--- config.mk ---
export PLATFORM = sky130hd
export DESIGN_NAME = apb_master_bridge_flat
export DESIGN_NICKNAME = d
export VERILOG_FILES = /design/src/rtl/apb_master_bridge_if.sv /design/src/rtl/apb_master_bridge.sv /design/src/flat_wrapper.sv
export SDC_FILE = /design/constraint.sdc
export NUM_CORES = 1
export LEC_CHECK = 0
export BUFFER_PORTS_ARGS = -buffer_cell sky130_fd_sc_hd__buf_2
export CAP_MARGIN = 20
export CELL_PAD_IN_SITES_DETAIL_PLACEMENT = 2
export CELL_PAD_IN_SITES_GLOBAL_PLACEMENT = 2
export CORE_ASPECT_RATIO = 0.6
export CORE_MARGIN = 2
export CORE_UTILIZATION = 30
export DETAILED_ROUTE_END_ITERATION = 8
export PLACE_DENSITY_LB_ADDON = 0.15
export SKIP_LAST_GASP = 1
export SLEW_MARGIN = 10
export SYNTH_ARGS = -nofsm -noshare
export SYNTH_HDL_FRONTEND = slang
export SYNTH_SLANG_ARGS = --single-unit
--- constraint.sdc ---
create_clock -name I_PCLK -period 6.83 [get_ports I_PCLK]
set_clock_uncertainty 0.1 [all_clocks]
set_input_delay 1.366 -clock I_PCLK [delete_from_list [all_inputs] [get_ports I_PCLK]]
set_output_delay 1.366 -clock I_PCLK [all_outputs]
set_load 0.1 [all_outputs]
--- src/rtl/apb_master_bridge_if.sv ---
// Bus bundle between the request/response client, the bridge and the APB slaves.
// "master" is the bridge's view; "slave" is the environment's view (requester plus APB slave).
interface apb_master_bridge_if #(
  parameter int NO_OF_SLAVES   = 4,
  parameter int ADDR_WIDTH     = 16,
  parameter int DATA_WIDTH     = 32,
  parameter int WAIT_CNT_WIDTH = 8
);
  logic                      I_REQ_VALID;
  logic                      O_REQ_READY;
  logic                      I_REQ_WRITE;
  logic [ADDR_WIDTH-1:0]     I_REQ_ADDR;
  logic [DATA_WIDTH-1:0]     I_REQ_WDATA;
  logic                      O_RSP_VALID;
  logic                      I_RSP_READY;
  logic [DATA_WIDTH-1:0]     O_RSP_RDATA;
  logic                      O_RSP_ERR;
  logic [WAIT_CNT_WIDTH-1:0] O_RSP_WAIT_CNT;

  logic [NO_OF_SLAVES-1:0]   O_PSEL;
  logic                      O_PENABLE;
  logic                      O_PWRITE;
  logic [ADDR_WIDTH-1:0]     O_PADDR;
  logic [DATA_WIDTH-1:0]     O_PWDATA;
  logic                      I_PREADY;
  logic                      I_PSLVERR;
  logic [DATA_WIDTH-1:0]     I_PRDATA;

  modport master (
    input  I_REQ_VALID, I_REQ_WRITE, I_REQ_ADDR, I_REQ_WDATA, I_RSP_READY,
    output O_REQ_READY, O_RSP_VALID, O_RSP_RDATA, O_RSP_ERR, O_RSP_WAIT_CNT,
    output O_PSEL, O_PENABLE, O_PWRITE, O_PADDR, O_PWDATA,
    input  I_PREADY, I_PSLVERR, I_PRDATA
  );

  modport slave (
    output I_REQ_VALID, I_REQ_WRITE, I_REQ_ADDR, I_REQ_WDATA, I_RSP_READY,
    input  O_REQ_READY, O_RSP_VALID, O_RSP_RDATA, O_RSP_ERR, O_RSP_WAIT_CNT,
    input  O_PSEL, O_PENABLE, O_PWRITE, O_PADDR, O_PWDATA,
    output I_PREADY, I_PSLVERR, I_PRDATA
  );
endinterface

--- src/rtl/apb_master_bridge.sv ---
// Single-outstanding request/response to APB master bridge with address-MSB slave decode,
// wait-state counting and decode-error responses. Interface parameters must match the module's.
module apb_master_bridge #(
  parameter int NO_OF_SLAVES   = 4,
  parameter int SLAVE_ID_WIDTH = 2,
  parameter int ADDR_WIDTH     = 16,
  parameter int DATA_WIDTH     = 32,
  parameter int WAIT_CNT_WIDTH = 8
) (
  input  logic                 I_PCLK,
  input  logic                 I_PRESETN,
  apb_master_bridge_if.master  bus
);

  typedef enum logic [3:0] {
    IDLE   = 4'b0001,
    SETUP  = 4'b0010,
    ACCESS = 4'b0100,
    RESP   = 4'b1000
  } state_t;

  localparam logic [WAIT_CNT_WIDTH-1:0] WAIT_MAX = '1;

  state_t                    state_q;
  logic [NO_OF_SLAVES-1:0]   psel_q;
  logic                      penable_q;
  logic                      pwrite_q;
  logic [ADDR_WIDTH-1:0]     paddr_q;
  logic [DATA_WIDTH-1:0]     pwdata_q;
  logic                      rsp_valid_q;
  logic [DATA_WIDTH-1:0]     rsp_rdata_q;
  logic                      rsp_err_q;
  logic [WAIT_CNT_WIDTH-1:0] wait_cnt_q;
  logic [WAIT_CNT_WIDTH-1:0] wait_cnt_d;

  logic [SLAVE_ID_WIDTH-1:0] slave_idx;
  logic                      decode_err;
  logic [NO_OF_SLAVES-1:0]   psel_onehot;

  assign slave_idx  = bus.I_REQ_ADDR[ADDR_WIDTH-1 -: SLAVE_ID_WIDTH];
  assign decode_err = (int'(slave_idx) >= NO_OF_SLAVES);

  generate
    for (genvar gi = 0; gi < NO_OF_SLAVES; gi++) begin : g_psel_dec
      assign psel_onehot[gi] = (int'(slave_idx) == gi);
    end
  endgenerate

  assign wait_cnt_d = (wait_cnt_q == WAIT_MAX) ? wait_cnt_q
                                               : wait_cnt_q + WAIT_CNT_WIDTH'(1);

  always_ff @(posedge I_PCLK or negedge I_PRESETN) begin
    if (!I_PRESETN) begin
      state_q     <= IDLE;
      psel_q      <= '0;
      penable_q   <= 1'b0;
      pwrite_q    <= 1'b0;
      paddr_q     <= '0;
      pwdata_q    <= '0;
      rsp_valid_q <= 1'b0;
      rsp_rdata_q <= '0;
      rsp_err_q   <= 1'b0;
      wait_cnt_q  <= '0;
    end else begin
      case (state_q)
        IDLE: begin
          if (bus.I_REQ_VALID) begin
            wait_cnt_q  <= '0;
            rsp_rdata_q <= '0;
            if (decode_err) begin
              // No APB traffic for an unmapped slave; answer with an error directly.
              rsp_err_q   <= 1'b1;
              rsp_valid_q <= 1'b1;
              state_q     <= RESP;
            end else begin
              rsp_err_q   <= 1'b0;
              psel_q      <= psel_onehot;
              penable_q   <= 1'b0;
              pwrite_q    <= bus.I_REQ_WRITE;
              paddr_q     <= bus.I_REQ_ADDR;
              pwdata_q    <= bus.I_REQ_WDATA;
              state_q     <= SETUP;
            end
          end
        end
        SETUP: begin
          penable_q <= 1'b1;
          state_q   <= ACCESS;
        end
        ACCESS: begin
          if (bus.I_PREADY) begin
            rsp_rdata_q <= pwrite_q ? '0 : bus.I_PRDATA;
            rsp_err_q   <= bus.I_PSLVERR;
            rsp_valid_q <= 1'b1;
            psel_q      <= '0;
            penable_q   <= 1'b0;
            pwrite_q    <= 1'b0;
            paddr_q     <= '0;
            pwdata_q    <= '0;
            state_q     <= RESP;
          end else begin
            wait_cnt_q <= wait_cnt_d;
          end
        end
        RESP: begin
          if (bus.I_RSP_READY) begin
            rsp_valid_q <= 1'b0;
            state_q     <= IDLE;
          end
        end
        default: begin
          psel_q      <= '0;
          penable_q   <= 1'b0;
          pwrite_q    <= 1'b0;
          paddr_q     <= '0;
          pwdata_q    <= '0;
          rsp_valid_q <= 1'b0;
          state_q     <= IDLE;
        end
      endcase
    end
  end

  // Ready is gated by reset so it reads 0 while held in reset and 1 right after release.
  assign bus.O_REQ_READY    = (state_q == IDLE) && I_PRESETN;
  assign bus.O_RSP_VALID    = rsp_valid_q;
  assign bus.O_RSP_RDATA    = rsp_rdata_q;
  assign bus.O_RSP_ERR      = rsp_err_q;
  assign bus.O_RSP_WAIT_CNT = wait_cnt_q;
  assign bus.O_PSEL         = psel_q;
  assign bus.O_PENABLE      = penable_q;
  assign bus.O_PWRITE       = pwrite_q;
  assign bus.O_PADDR        = paddr_q;
  assign bus.O_PWDATA       = pwdata_q;

endmodule

--- src/flat_wrapper.sv ---
// flat-port wrapper written by rule: the top's interface ports become plain ports
module apb_master_bridge_flat 
#(
  parameter int NO_OF_SLAVES   = 4,
  parameter int SLAVE_ID_WIDTH = 2,
  parameter int ADDR_WIDTH     = 16,
  parameter int DATA_WIDTH     = 32,
  parameter int WAIT_CNT_WIDTH = 8
)
  (I_PCLK, I_PRESETN, bus_I_REQ_VALID, bus_I_REQ_WRITE, bus_I_REQ_ADDR, bus_I_REQ_WDATA, bus_I_RSP_READY, bus_O_REQ_READY, bus_O_RSP_VALID, bus_O_RSP_RDATA, bus_O_RSP_ERR, bus_O_RSP_WAIT_CNT, bus_O_PSEL, bus_O_PENABLE, bus_O_PWRITE, bus_O_PADDR, bus_O_PWDATA, bus_I_PREADY, bus_I_PSLVERR, bus_I_PRDATA);
  apb_master_bridge_if #(.NO_OF_SLAVES(NO_OF_SLAVES), .ADDR_WIDTH(ADDR_WIDTH), .DATA_WIDTH(DATA_WIDTH), .WAIT_CNT_WIDTH(WAIT_CNT_WIDTH)) bus_i ();
  input  logic I_PCLK;
  input  logic I_PRESETN;
  input wire logic [$bits(bus_i.I_REQ_VALID)-1:0] bus_I_REQ_VALID;
  input wire logic [$bits(bus_i.I_REQ_WRITE)-1:0] bus_I_REQ_WRITE;
  input wire logic [$bits(bus_i.I_REQ_ADDR)-1:0] bus_I_REQ_ADDR;
  input wire logic [$bits(bus_i.I_REQ_WDATA)-1:0] bus_I_REQ_WDATA;
  input wire logic [$bits(bus_i.I_RSP_READY)-1:0] bus_I_RSP_READY;
  output wire logic [$bits(bus_i.O_REQ_READY)-1:0] bus_O_REQ_READY;
  output wire logic [$bits(bus_i.O_RSP_VALID)-1:0] bus_O_RSP_VALID;
  output wire logic [$bits(bus_i.O_RSP_RDATA)-1:0] bus_O_RSP_RDATA;
  output wire logic [$bits(bus_i.O_RSP_ERR)-1:0] bus_O_RSP_ERR;
  output wire logic [$bits(bus_i.O_RSP_WAIT_CNT)-1:0] bus_O_RSP_WAIT_CNT;
  output wire logic [$bits(bus_i.O_PSEL)-1:0] bus_O_PSEL;
  output wire logic [$bits(bus_i.O_PENABLE)-1:0] bus_O_PENABLE;
  output wire logic [$bits(bus_i.O_PWRITE)-1:0] bus_O_PWRITE;
  output wire logic [$bits(bus_i.O_PADDR)-1:0] bus_O_PADDR;
  output wire logic [$bits(bus_i.O_PWDATA)-1:0] bus_O_PWDATA;
  input wire logic [$bits(bus_i.I_PREADY)-1:0] bus_I_PREADY;
  input wire logic [$bits(bus_i.I_PSLVERR)-1:0] bus_I_PSLVERR;
  input wire logic [$bits(bus_i.I_PRDATA)-1:0] bus_I_PRDATA;
  assign bus_i.I_REQ_VALID = bus_I_REQ_VALID;
  assign bus_i.I_REQ_WRITE = bus_I_REQ_WRITE;
  assign bus_i.I_REQ_ADDR = bus_I_REQ_ADDR;
  assign bus_i.I_REQ_WDATA = bus_I_REQ_WDATA;
  assign bus_i.I_RSP_READY = bus_I_RSP_READY;
  assign bus_O_REQ_READY = bus_i.O_REQ_READY;
  assign bus_O_RSP_VALID = bus_i.O_RSP_VALID;
  assign bus_O_RSP_RDATA = bus_i.O_RSP_RDATA;
  assign bus_O_RSP_ERR = bus_i.O_RSP_ERR;
  assign bus_O_RSP_WAIT_CNT = bus_i.O_RSP_WAIT_CNT;
  assign bus_O_PSEL = bus_i.O_PSEL;
  assign bus_O_PENABLE = bus_i.O_PENABLE;
  assign bus_O_PWRITE = bus_i.O_PWRITE;
  assign bus_O_PADDR = bus_i.O_PADDR;
  assign bus_O_PWDATA = bus_i.O_PWDATA;
  assign bus_i.I_PREADY = bus_I_PREADY;
  assign bus_i.I_PSLVERR = bus_I_PSLVERR;
  assign bus_i.I_PRDATA = bus_I_PRDATA;
  apb_master_bridge #(.NO_OF_SLAVES(NO_OF_SLAVES), .SLAVE_ID_WIDTH(SLAVE_ID_WIDTH), .ADDR_WIDTH(ADDR_WIDTH), .DATA_WIDTH(DATA_WIDTH), .WAIT_CNT_WIDTH(WAIT_CNT_WIDTH)) u_core (.I_PCLK(I_PCLK), .I_PRESETN(I_PRESETN), .bus(bus_i));
endmodule
==> flow_metrics.py, run 1 <==
metrics = {
    "outcome": {
        "status": "completed",
    },
    "worst_setup_path": {
        "cp_max_fo": 23,
        "slowest_stage": "buf_2",
        "cp.required_ns": 5.36,
        "end_kind": "output port",
        "cp_cell_sequence": "buf_4, and2_1, buf_2",
        "r2r_slack_ns": 4.01,
        "critPathLaunchType": "primary input",
        "critPathArrivalTime_ns": 2.26,
        "reg2regPathDepth": 6,
        "cpPeakStageDelay_ns": 0.42,
        "crit_type": "in2out",
        "r2r-start": "u_core.state_q[3]",
        "r2r_end": "u_core.bus.O_PSEL[2]",
    },
    "global_routing": {
        "grt_pass1_wl_um": 22900,
        "globalRouteTotalUtil_pct": 18.6,
        "grt_max_degree": 80,
        "antenna_found_initial": 0,
        "overflow": 0,
        "grt_pass1_vias": 3994,
    },
    "synthesis": {
        "synth_seq_cells": 100,
        "synth_cells": 400,
        "syn-num-nets": 488,
        "synth_fa_ha_area_share_pct": 0.290,
        "synth_edf_count": 0,
        "synthMuxAreaShare_pct": 12.4,
        "synth_area_um2": 4310,
        "synthTopCellsByArea": "dfrtp_1, mux2i_1, nand2_1",
        "synth_compound_area_share_pct": 10.2,
        "yosys_most_used_dff": "dfrtp_1",
        "synth_top_family_by_area": "multiplexers",
        "yosysTopAreaCell": "dfrtp_1",
        "synth_commonest_cells": "dfrtp_1, nand2_1, inv_1, mux2i_1, a22o_1",
        "ys_seq_area_share_pct": 58.1,
        "synth_xor_area_share_pct": 0.203,
        "ys_warn_count": 0,
        "ys_types": 40,
        "yosys.area_share.simple_pct": 11.9,
        "synth_top_area_share_pct": 57.4,
        "yosysMostFrequentCell": "dfrtp_1",
        "syn_avg_cell_area_um2": 10.8,
        "async_flop_share_pct": 100,
    },
    "pwr": {
        "p_total_uw": 3270,
        "sequentialPowerShare_pct": 26.2,
        "power.switching_fraction_pct": 57.3,
        "p_per_area_nw_per_um2": 563,
        "power.net_switching_uw": 1870,
        "clkPwrFrac_pct": 16.4,
        "ir_drop_uv": 382,
        "pwr-share-comb_pct": 57.4,
        "p_leak_uw": 0.00333,
        "p_int_uw": 1400,
    },
    "final_layout": {
        "fin_nets": 668,
        "syn_to_final_growth_pct": 34.5,
        "diodes": 0,
        "drive_gt1_share_pct": 36.4,
    },
    "die": {
        "ios": 184,
        "fp.dieArea_um2": 15400,
        "die_w_um": 159,
        "start_util_pct": 31.2,
        "row_count": 33,
        "coreArea_um2": 13800,
        "fp.dieH_um": 96.9,
    },
    "sta": {
        "fmax_mhz": 268,
        "setup_viol": 0,
        "slew_viol_final": 0,
        "setup_tns_ns": 0,
        "rsz0062_at_grt": "no",
        "finalHoldViolations": 0,
        "fin_crit_sh_pct": 54.5,
        "worst_pin_slew_ns": 1.04,
        "fin_crit_ns": 3.72,
        "relSlewSlack_pct": 29.5,
    },
    "detailed_routing": {
        "drt-initial-drc-count": 131,
        "final_antenna_net_count": 0,
        "routed_wl_um": 13600,
        "route.detailed.drc": 0,
        "firstDrtPassIters": 4,
        "vias": 3554,
        "vias_per_cell": 4.57,
        "routedWlPerCell_um": 17.5,
    },
    "clocking": {
        "clock_sinks": 100,
        "hold_buffers": 0,
        "cts_setup_buffers": 0,
        "clkTransAtPathRegs_ns": 0.07,
        "clock_latency_ns": 0.35,
        "cts_resized": 0,
        "cts-buffers-inserted": 9,
        "cts_root_buf": "clkbuf_16",
        "cts_tree": "yes",
        "cts_htree_levels": 3,
        "cts_buffer_depth": 2,
    },
    "placement": {
        "place_congestion": 0.730,
        "port_buffers": 183,
        "hpwl_um": 9800,
    },
    "worst_hold_path": {
        "hold_end": "u_core.bus.O_RSP_RDATA[25]",
        "min_path_cells": 2,
        "hold_class": "reg2reg",
        "holdCritStartpoint": "u_core.bus.O_RSP_RDATA[25]",
    },
    "run": {
        "max-cap-violations": 0,
    },
}
==> worst max-delay path by stage <==
stage                           start                    to  slack, ns  depth (start not counted)
finish                      I_PRESETN       bus_O_REQ_READY       3.11                          3
global route                I_PRESETN       bus_O_REQ_READY       3.03                          3
CTS                         I_PRESETN       bus_O_REQ_READY       3.07                          3
detailed placement       bus_I_PREADY  u_core.bus.O_PSEL[2]       2.85                          6
global placement         bus_I_PREADY  u_core.bus.O_PSEL[2]       2.94                          6
floorplan           u_core.state_q[0]       bus_O_REQ_READY       2.94                          5
==> layer usage <==
metal	global-route usage (%)	routed length, µm	vias to the layer above
li1	-	-	1688
met1	26.4	6570	1754
met2	28.7	6190	106
met3	5.36	803	6
met4	3.39	70	0
met5	0	0	-
==> sequential cells by signal (all words and copies together), names as in the netlist, 4 cells and up <==
signal                     cells
u_core.bus.O_PSEL              4
u_core.bus.O_RSP_RDATA        32
u_core.state_q                 4
u_core.bus.O_RSP_WAIT_CNT      8
u_core.bus.O_PWDATA           32
u_core.bus.O_PADDR            16
==> cells by family (layout without fill, tap and decap cells) <==
kind of cell	after synthesis	after routing
AND/OR/NAND/NOR	109	109
multiplexers	53	53
AO/OA/AOI/OAI	60	60
adder cells (fa/ha/maj)	1	1
buffers and inverters	76	261
flip-flops	100	100
XOR/XNOR	1	1
==> power by group through the flow <==
| stage | Clock, µW | Sequential (µW) | Combinational (µW) |
|---|---|---|---|
| final | 536 | 856 | 1880 |
| after global routing | 581 | 885 | 1970 |
| after CTS | 555 | 860 | 1880 |
| after detailed placement | 0 | 868 | 1880 |
| after global placement | 0 | 858 | 1850 |
| after floorplan | 0 | 1880 | 496 |
==> layout by cell type, fill, tap and decap left out, drive strengths merged, types with 2 or more instances in the layout <==
cell     instances
nand3            6
nor2             6
and3             3
nand2           73
dfrtp           99
a21o             2
a21oi            8
nor4b            2
mux2             4
nor3b            3
clkbuf           9
a211o            3
o2bb2ai          2
o21a             2
a22o            24
or4b             2
o21ai           13
inv             59
mux2i           49
buf            190
nor3             7
nor2b            2
==> area by class of cell <==
type	count	area, µm²
fill	1540	8030
sequential	100	2500
multi-input combinational	224	1530
timing repair buffer	190	1010
tap	192	240
clock buffer	9	225
inverter	55	206
clock inverter	7	80.1
==> metrics by stage <==
stage               util [%]  cell area, µm²  hold WS [ns]  worst slack (ns)  instances
floorplan                  -            4310         0.462              2.94        400
global placement        39.3            5440         0.362              2.94        759
detailed placement      39.3            5440         0.370              2.85        759
CTS                     41.5            5750         0.386              3.07        775
global route            41.9            5800         0.412              3.03        777
finish                  41.9            5800         0.375              3.11        777
==> critical path, delay by kind of cell <==
kind,cells,cell delay (ns)
buf+inv,2,0.69
simple gates,1,0.18
(Power assumes the default switching activity.)
==> inputs of run 2 (changes only) <==
--- a/config.mk
+++ b/config.mk
@@ -11,7 +11,7 @@
 export CELL_PAD_IN_SITES_GLOBAL_PLACEMENT = 2
 export CORE_ASPECT_RATIO = 0.6
 export CORE_MARGIN = 2
-export CORE_UTILIZATION = 30
+export CORE_UTILIZATION = 25
 export DETAILED_ROUTE_END_ITERATION = 8
 export PLACE_DENSITY_LB_ADDON = 0.15
 export SKIP_LAST_GASP = 1
==> constraint.sdc (replaced) <==
create_clock -name I_PCLK -period 3.2 [get_ports I_PCLK]
set_clock_uncertainty 0.1 [all_clocks]
set_input_delay 0.64 -clock I_PCLK [delete_from_list [all_inputs] [get_ports I_PCLK]]
set_output_delay 0.64 -clock I_PCLK [all_outputs]
set_load 0.1 [all_outputs]
==> run 2 against run 1 <==
  * Flip-flop and latch count stayed put
  * Worst hold slack worse by 0.023 ns
  * Cell count is 5.7% higher
  * First-iteration DRC count is 7.6% lower
  * Critical path depth stayed put
  * Clock power is 100% higher
  * Largest cell class unchanged
==> flow_metrics.py, run 2 (synthesized netlist as in run 1, its figures left out) <==
metrics = {
    "worst_setup_path": {
        "cp_max_fo": 13,
        "slowest_stage": "dfrtp_1",
        "cpPeakStageDelay_ns": 0.55,
        "critPathLaunchType": "flip-flop",
        "cp.depth": 3,
        "cp_cell_sequence": "nor4b_4, and2_1, buf_2",
        "reg2regPathDepth": 6,
        "cpLargestDelayFamily": "flip-flops",
        "cp-startpoint": "u_core.state_q[1]",
        "cp.required_ns": 2.46,
        "critPathArrivalTime_ns": 1.86,
        "r2r-start": "u_core.state_q[1]",
        "critPathBufInv": 1,
        "crit_type": "reg2out",
        "end_kind": "output port",
    },
    "die": {
        "fp.dieH_um": 106,
        "row_count": 37,
        "ios": 184,
        "coreArea_um2": 17000,
        "die_w_um": 174,
        "start_util_pct": 25.4,
        "fp.dieArea_um2": 18400,
    },
    "sta": {
        "worst_pin_slew_ns": 0.719,
        "relSlewSlack_pct": 52.1,
        "setup_viol": 0,
        "slew_viol_final": 0,
        "fin_crit_ns": 2.60,
        "fmax_mhz": 384,
        "rsz0062_at_grt": "no",
        "fin_crit_sh_pct": 81.3,
        "setup_tns_ns": 0,
        "finalHoldViolations": 0,
    },
    "run": {
        "max-cap-violations": 0,
    },
    "placement": {
        "place_congestion": 0.748,
        "port_buffers": 183,
        "hpwl_um": 10200,
    },
    "detailed_routing": {
        "final_antenna_net_count": 0,
        "route.detailed.drc": 0,
        "drt-initial-drc-count": 121,
        "routedWlPerCell_um": 16.8,
        "vias_per_cell": 4.41,
        "firstDrtPassIters": 4,
        "vias": 3622,
        "routed_wl_um": 13800,
    },
    "clocking": {
        "hold_buffers": 0,
        "cts_htree_levels": 3,
        "cts_buffer_depth": 2,
        "cts_tree": "yes",
        "cts_resized": 0,
        "cts_root_buf": "clkbuf_16",
        "clkTransAtPathRegs_ns": 0.07,
        "clock_latency_ns": 0.35,
        "cts-buffers-inserted": 9,
        "clock_sinks": 100,
        "cts_setup_buffers": 0,
    },
    "global_routing": {
        "grt_pass1_vias": 4112,
        "overflow": 0,
        "grt_max_degree": 54,
        "antenna_found_initial": 0,
        "globalRouteTotalUtil_pct": 15.8,
        "grt_pass1_wl_um": 22800,
    },
    "final_layout": {
        "fillers": 1912,
        "fin_nets": 670,
        "final_core_util_pct": 34.3,
        "diodes": 0,
        "final_cell_mix": "buf_2, dfrtp_1, nand2_1",
        "syn_to_final_growth_pct": 35.0,
        "drive_gt1_share_pct": 36.6,
        "final_common_cell": "buf_2",
    },
    "pwr": {
        "ir_drop_uv": 451,
        "p_per_area_nw_per_um2": 1180,
        "p_leak_uw": 0.00332,
    },
    "worst_hold_path": {
        "hold_class": "in2async",
    },
    "outcome": {
        "status": "completed",
    },
}
[run 2: layer usage]
metal  vias to the layer above  track usage [%]  wire (µm)
li1                       1693                -          -
met1                      1819             21.4       6550
met2                       100             25.1       6420
met3                        10             4.18        758
met4                         0             3.63        109
met5                         -                0          0
[run 2: final timing paths]
path                                                     end  slack (ns)
worst max-delay path                         bus_O_REQ_READY        0.60
worst min-delay path            u_core.bus.O_RSP_WAIT_CNT[1]        0.35
worst max register to register  u_core.bus.O_RSP_WAIT_CNT[3]        0.72
worst min register to register    u_core.bus.O_RSP_RDATA[11]        0.39
max in group asynchronous            u_core.bus.O_PWDATA[15]        1.53
min in group I_PCLK               u_core.bus.O_RSP_RDATA[11]        0.39
[run 2: area by class of cell]
| class | count | area [µm²] | share of cell area [%] |
|---|---|---|---|
| Timing Repair Buffer | 192 | 998 | 17.2 |
| Clock inverter | 6 | 46.3 | 0.795 |
| Clock buffer | 10 | 239 | 4.11 |
| Inverter | 55 | 206 | 3.55 |
| Sequential cell | 100 | 2500 | 43.0 |
| Multi-Input combinational cell | 224 | 1530 | 26.4 |
| Tap cell | 234 | 293 | 5.03 |
[run 2: worst reg2reg max path, stage by stage, from the launching register on]
cell and delay [ns]:
dfrtp_1 0.55, nor4b_4 0.36, buf_4 0.54, nand2_1 0.23, inv_1 0.13, nor2_1 0.13, a211o_1 0.32
[run 2: stage by stage]
step	area, µm²	instances	total power, µW	hold WS [ns]	setup WS [ns]
final	5820	821	6900	0.352	0.597
after floorplan	4310	400	5070	0.244	0.0328
after global routing	5820	821	7270	0.394	0.410
after detailed placement	5540	805	5910	0.377	0.673
after CTS	5820	821	7020	0.389	0.559
after global placement	5540	805	5820	0.361	0.769
[run 2: report_power, final]
part	switching (µW)	internal, µW
combinational	3260	755
clock	513	555
sequential	217	1600
total	3990	2910
==> inputs of run 3 (changes only) <==
--- a/config.mk
+++ b/config.mk
@@ -11,7 +11,7 @@
 export CELL_PAD_IN_SITES_GLOBAL_PLACEMENT = 2
 export CORE_ASPECT_RATIO = 0.6
 export CORE_MARGIN = 2
-export CORE_UTILIZATION = 25
+export CORE_UTILIZATION = 28
 export DETAILED_ROUTE_END_ITERATION = 8
 export PLACE_DENSITY_LB_ADDON = 0.15
 export SKIP_LAST_GASP = 1
==> constraint.sdc (replaced) <==
create_clock -name I_PCLK -period 2.7 [get_ports I_PCLK]
set_clock_uncertainty 0.1 [all_clocks]
set_input_delay 0.54 -clock I_PCLK [delete_from_list [all_inputs] [get_ports I_PCLK]]
set_output_delay 0.54 -clock I_PCLK [all_outputs]
set_load 0.1 [all_outputs]
==> run 3 against run 2 <==
  * Flip-flop and latch count unchanged
  * Worst hold slack worse by 0.040 ns
  * Sequential power up 19%
  * Wire length down 1.3%
  * Setup slack worse by 0.27 ns
  * Combinational power up 21%
  * Highest routed layer is now met5
==> flow_metrics.py, run 3 (synthesized netlist as in run 1, its figures left out) <==
metrics = {
    "outcome": {
        "status": "completed",
    },
    "run": {
        "max-cap-violations": 0,
    },
    "sta": {
        "setup_tns_ns": 0,
        "slew_viol_final": 0,
        "fin_crit_ns": 2.38,
        "relSlewSlack_pct": 35.2,
        "fmax_mhz": 421,
        "fin_crit_sh_pct": 88.0,
        "setup_viol": 0,
        "rsz0062_at_grt": "no",
        "worst_pin_slew_ns": 0.957,
        "finalHoldViolations": 0,
    },
    "clocking": {
        "clkTransAtPathRegs_ns": 0.07,
        "cts_root_buf": "clkbuf_16",
        "clock_sinks": 100,
        "cts_htree_levels": 3,
        "cts_resized": 0,
        "clock_latency_ns": 0.34,
        "cts_tree": "yes",
        "cts_buffer_depth": 2,
        "cts-buffers-inserted": 9,
    },
    "worst_setup_path": {
        "reg2regPathDepth": 6,
        "cpPeakStageDelay_ns": 0.63,
        "crit_top_cell": "buf_12",
        "r2r-start": "u_core.state_q[0]",
        "cp.required_ns": 2.85,
        "critPathArrivalTime_ns": 2.53,
        "end_kind": "flip-flop",
        "critPathBufInv": 2,
        "critPathLaunchType": "flip-flop",
        "r2r_slack_ns": 0.32,
        "cpLargestDelayFamily": "flip-flops",
        "cp_max_fo": 19,
        "crit_type": "reg2reg",
        "cp_cell_sequence": "or3b_1, o31ai_1, a21oi_4, buf_12, buf_12, mux2i_1",
        "slowest_stage": "dfstp_2",
        "r2r_end": "u_core.bus.O_PWDATA[29]",
    },
    "detailed_routing": {
        "routedWlPerCell_um": 17.2,
        "route.detailed.drc": 0,
        "firstDrtPassIters": 4,
        "routed_wl_um": 13600,
        "vias_per_cell": 4.56,
        "final_antenna_net_count": 0,
        "vias": 3618,
        "drt-initial-drc-count": 141,
    },
    "die": {
        "coreArea_um2": 15200,
        "row_count": 35,
        "ios": 184,
        "die_w_um": 164,
        "fp.dieArea_um2": 16400,
        "start_util_pct": 28.4,
        "fp.dieH_um": 100,
    },
    "global_routing": {
        "antenna_found_initial": 1,
        "grt_max_degree": 59,
        "grt_pass1_vias": 3975,
        "globalRouteTotalUtil_pct": 17.3,
        "grt_pass1_wl_um": 22100,
        "grt_use_met3_pct": 4.26,
        "top_usage_layer": "met2",
        "overflow": 0,
        "grt.met1_usage_pct": 24.0,
        "use_met2_pct": 27.5,
    },
    "pwr": {
        "ir_drop_uv": 666,
        "p_leak_uw": 0.00337,
        "p_per_area_nw_per_um2": 1420,
    },
    "worst_hold_path": {
        "hold_class": "in2reg",
        "min_path_cells": 2,
        "hold_end": "u_core.bus.O_RSP_RDATA[0]",
        "holdCritStartpoint": "bus_I_PRDATA[0]",
    },
    "placement": {
        "port_buffers": 183,
        "place_congestion": 0.744,
        "hpwl_um": 10300,
        "place_inst": 777,
    },
    "final_layout": {
        "final_cell_mix": "buf_2, dfrtp_1, nand2_1",
        "fin_nets": 674,
        "syn_to_final_growth_pct": 36.4,
        "final_cells": 794,
        "diodes": 0,
        "final_common_cell": "buf_2",
        "drive_gt1_share_pct": 37.4,
    },
}
run 3: report_power, final:
group          switching, µW  internal [µW]
clock network            605            735
logic                   3870            973
registers                260           1890
run 3: through the flow:
step	total power (µW)	worst slack, ns	util (%)	hold WS (ns)	instance area, µm²
2_1_floorplan	6010	0.0467	-	0.144	4320
4_1_cts	8480	0.274	38.7	0.295	5880
3_5_place_dp	7090	0.324	36.6	0.248	5560
3_3_place_gp	6970	0.442	36.6	0.249	5560
6_report	8340	0.323	38.7	0.312	5880
5_1_grt	8780	0.0972	38.7	0.300	5880
run 3: area by class of cell:
type                    count  area (µm²)
well taps                 203         254
multi-input cells         224        1540
flip-flops and latches    100        2510
fillers                  1663        9310
clock buffers               9         225
repair buffers            196        1070
inverters                  55         206
clock inverters             7        82.6
run 3: worst max-delay path by stage:
stage,slack [ns],depth (start not counted),to,startpoint
final,0.32,6,u_core.bus.O_PWDATA[29],u_core.state_q[0]
after global routing,0.1,5,u_core.bus.O_RSP_WAIT_CNT[3],u_core.bus.O_RSP_WAIT_CNT[0]
after CTS,0.27,6,u_core.bus.O_PWDATA[29],u_core.state_q[0]
after detailed placement,0.32,6,u_core.bus.O_PWDATA[29],u_core.state_q[0]
after global placement,0.44,5,u_core.bus.O_PSEL[0],u_core.state_q[0]
after floorplan,0.05,5,bus_O_REQ_READY,u_core.state_q[0]
run 3: metal layers:
metal,up-vias,share of wire [%]
met3,12,6.0
met4,2,0.89
li1,1701,-
met5,-,0.066
met2,96,46
met1,1807,47
run 3: timing repair:
| action | 4_1_cts | 5_1_grt |
|---|---|---|
| hold buffers | 1 | 0 |
| endpoints found under the hold margin | 1 | 0 |
| buffers inserted | 0 | 0 |
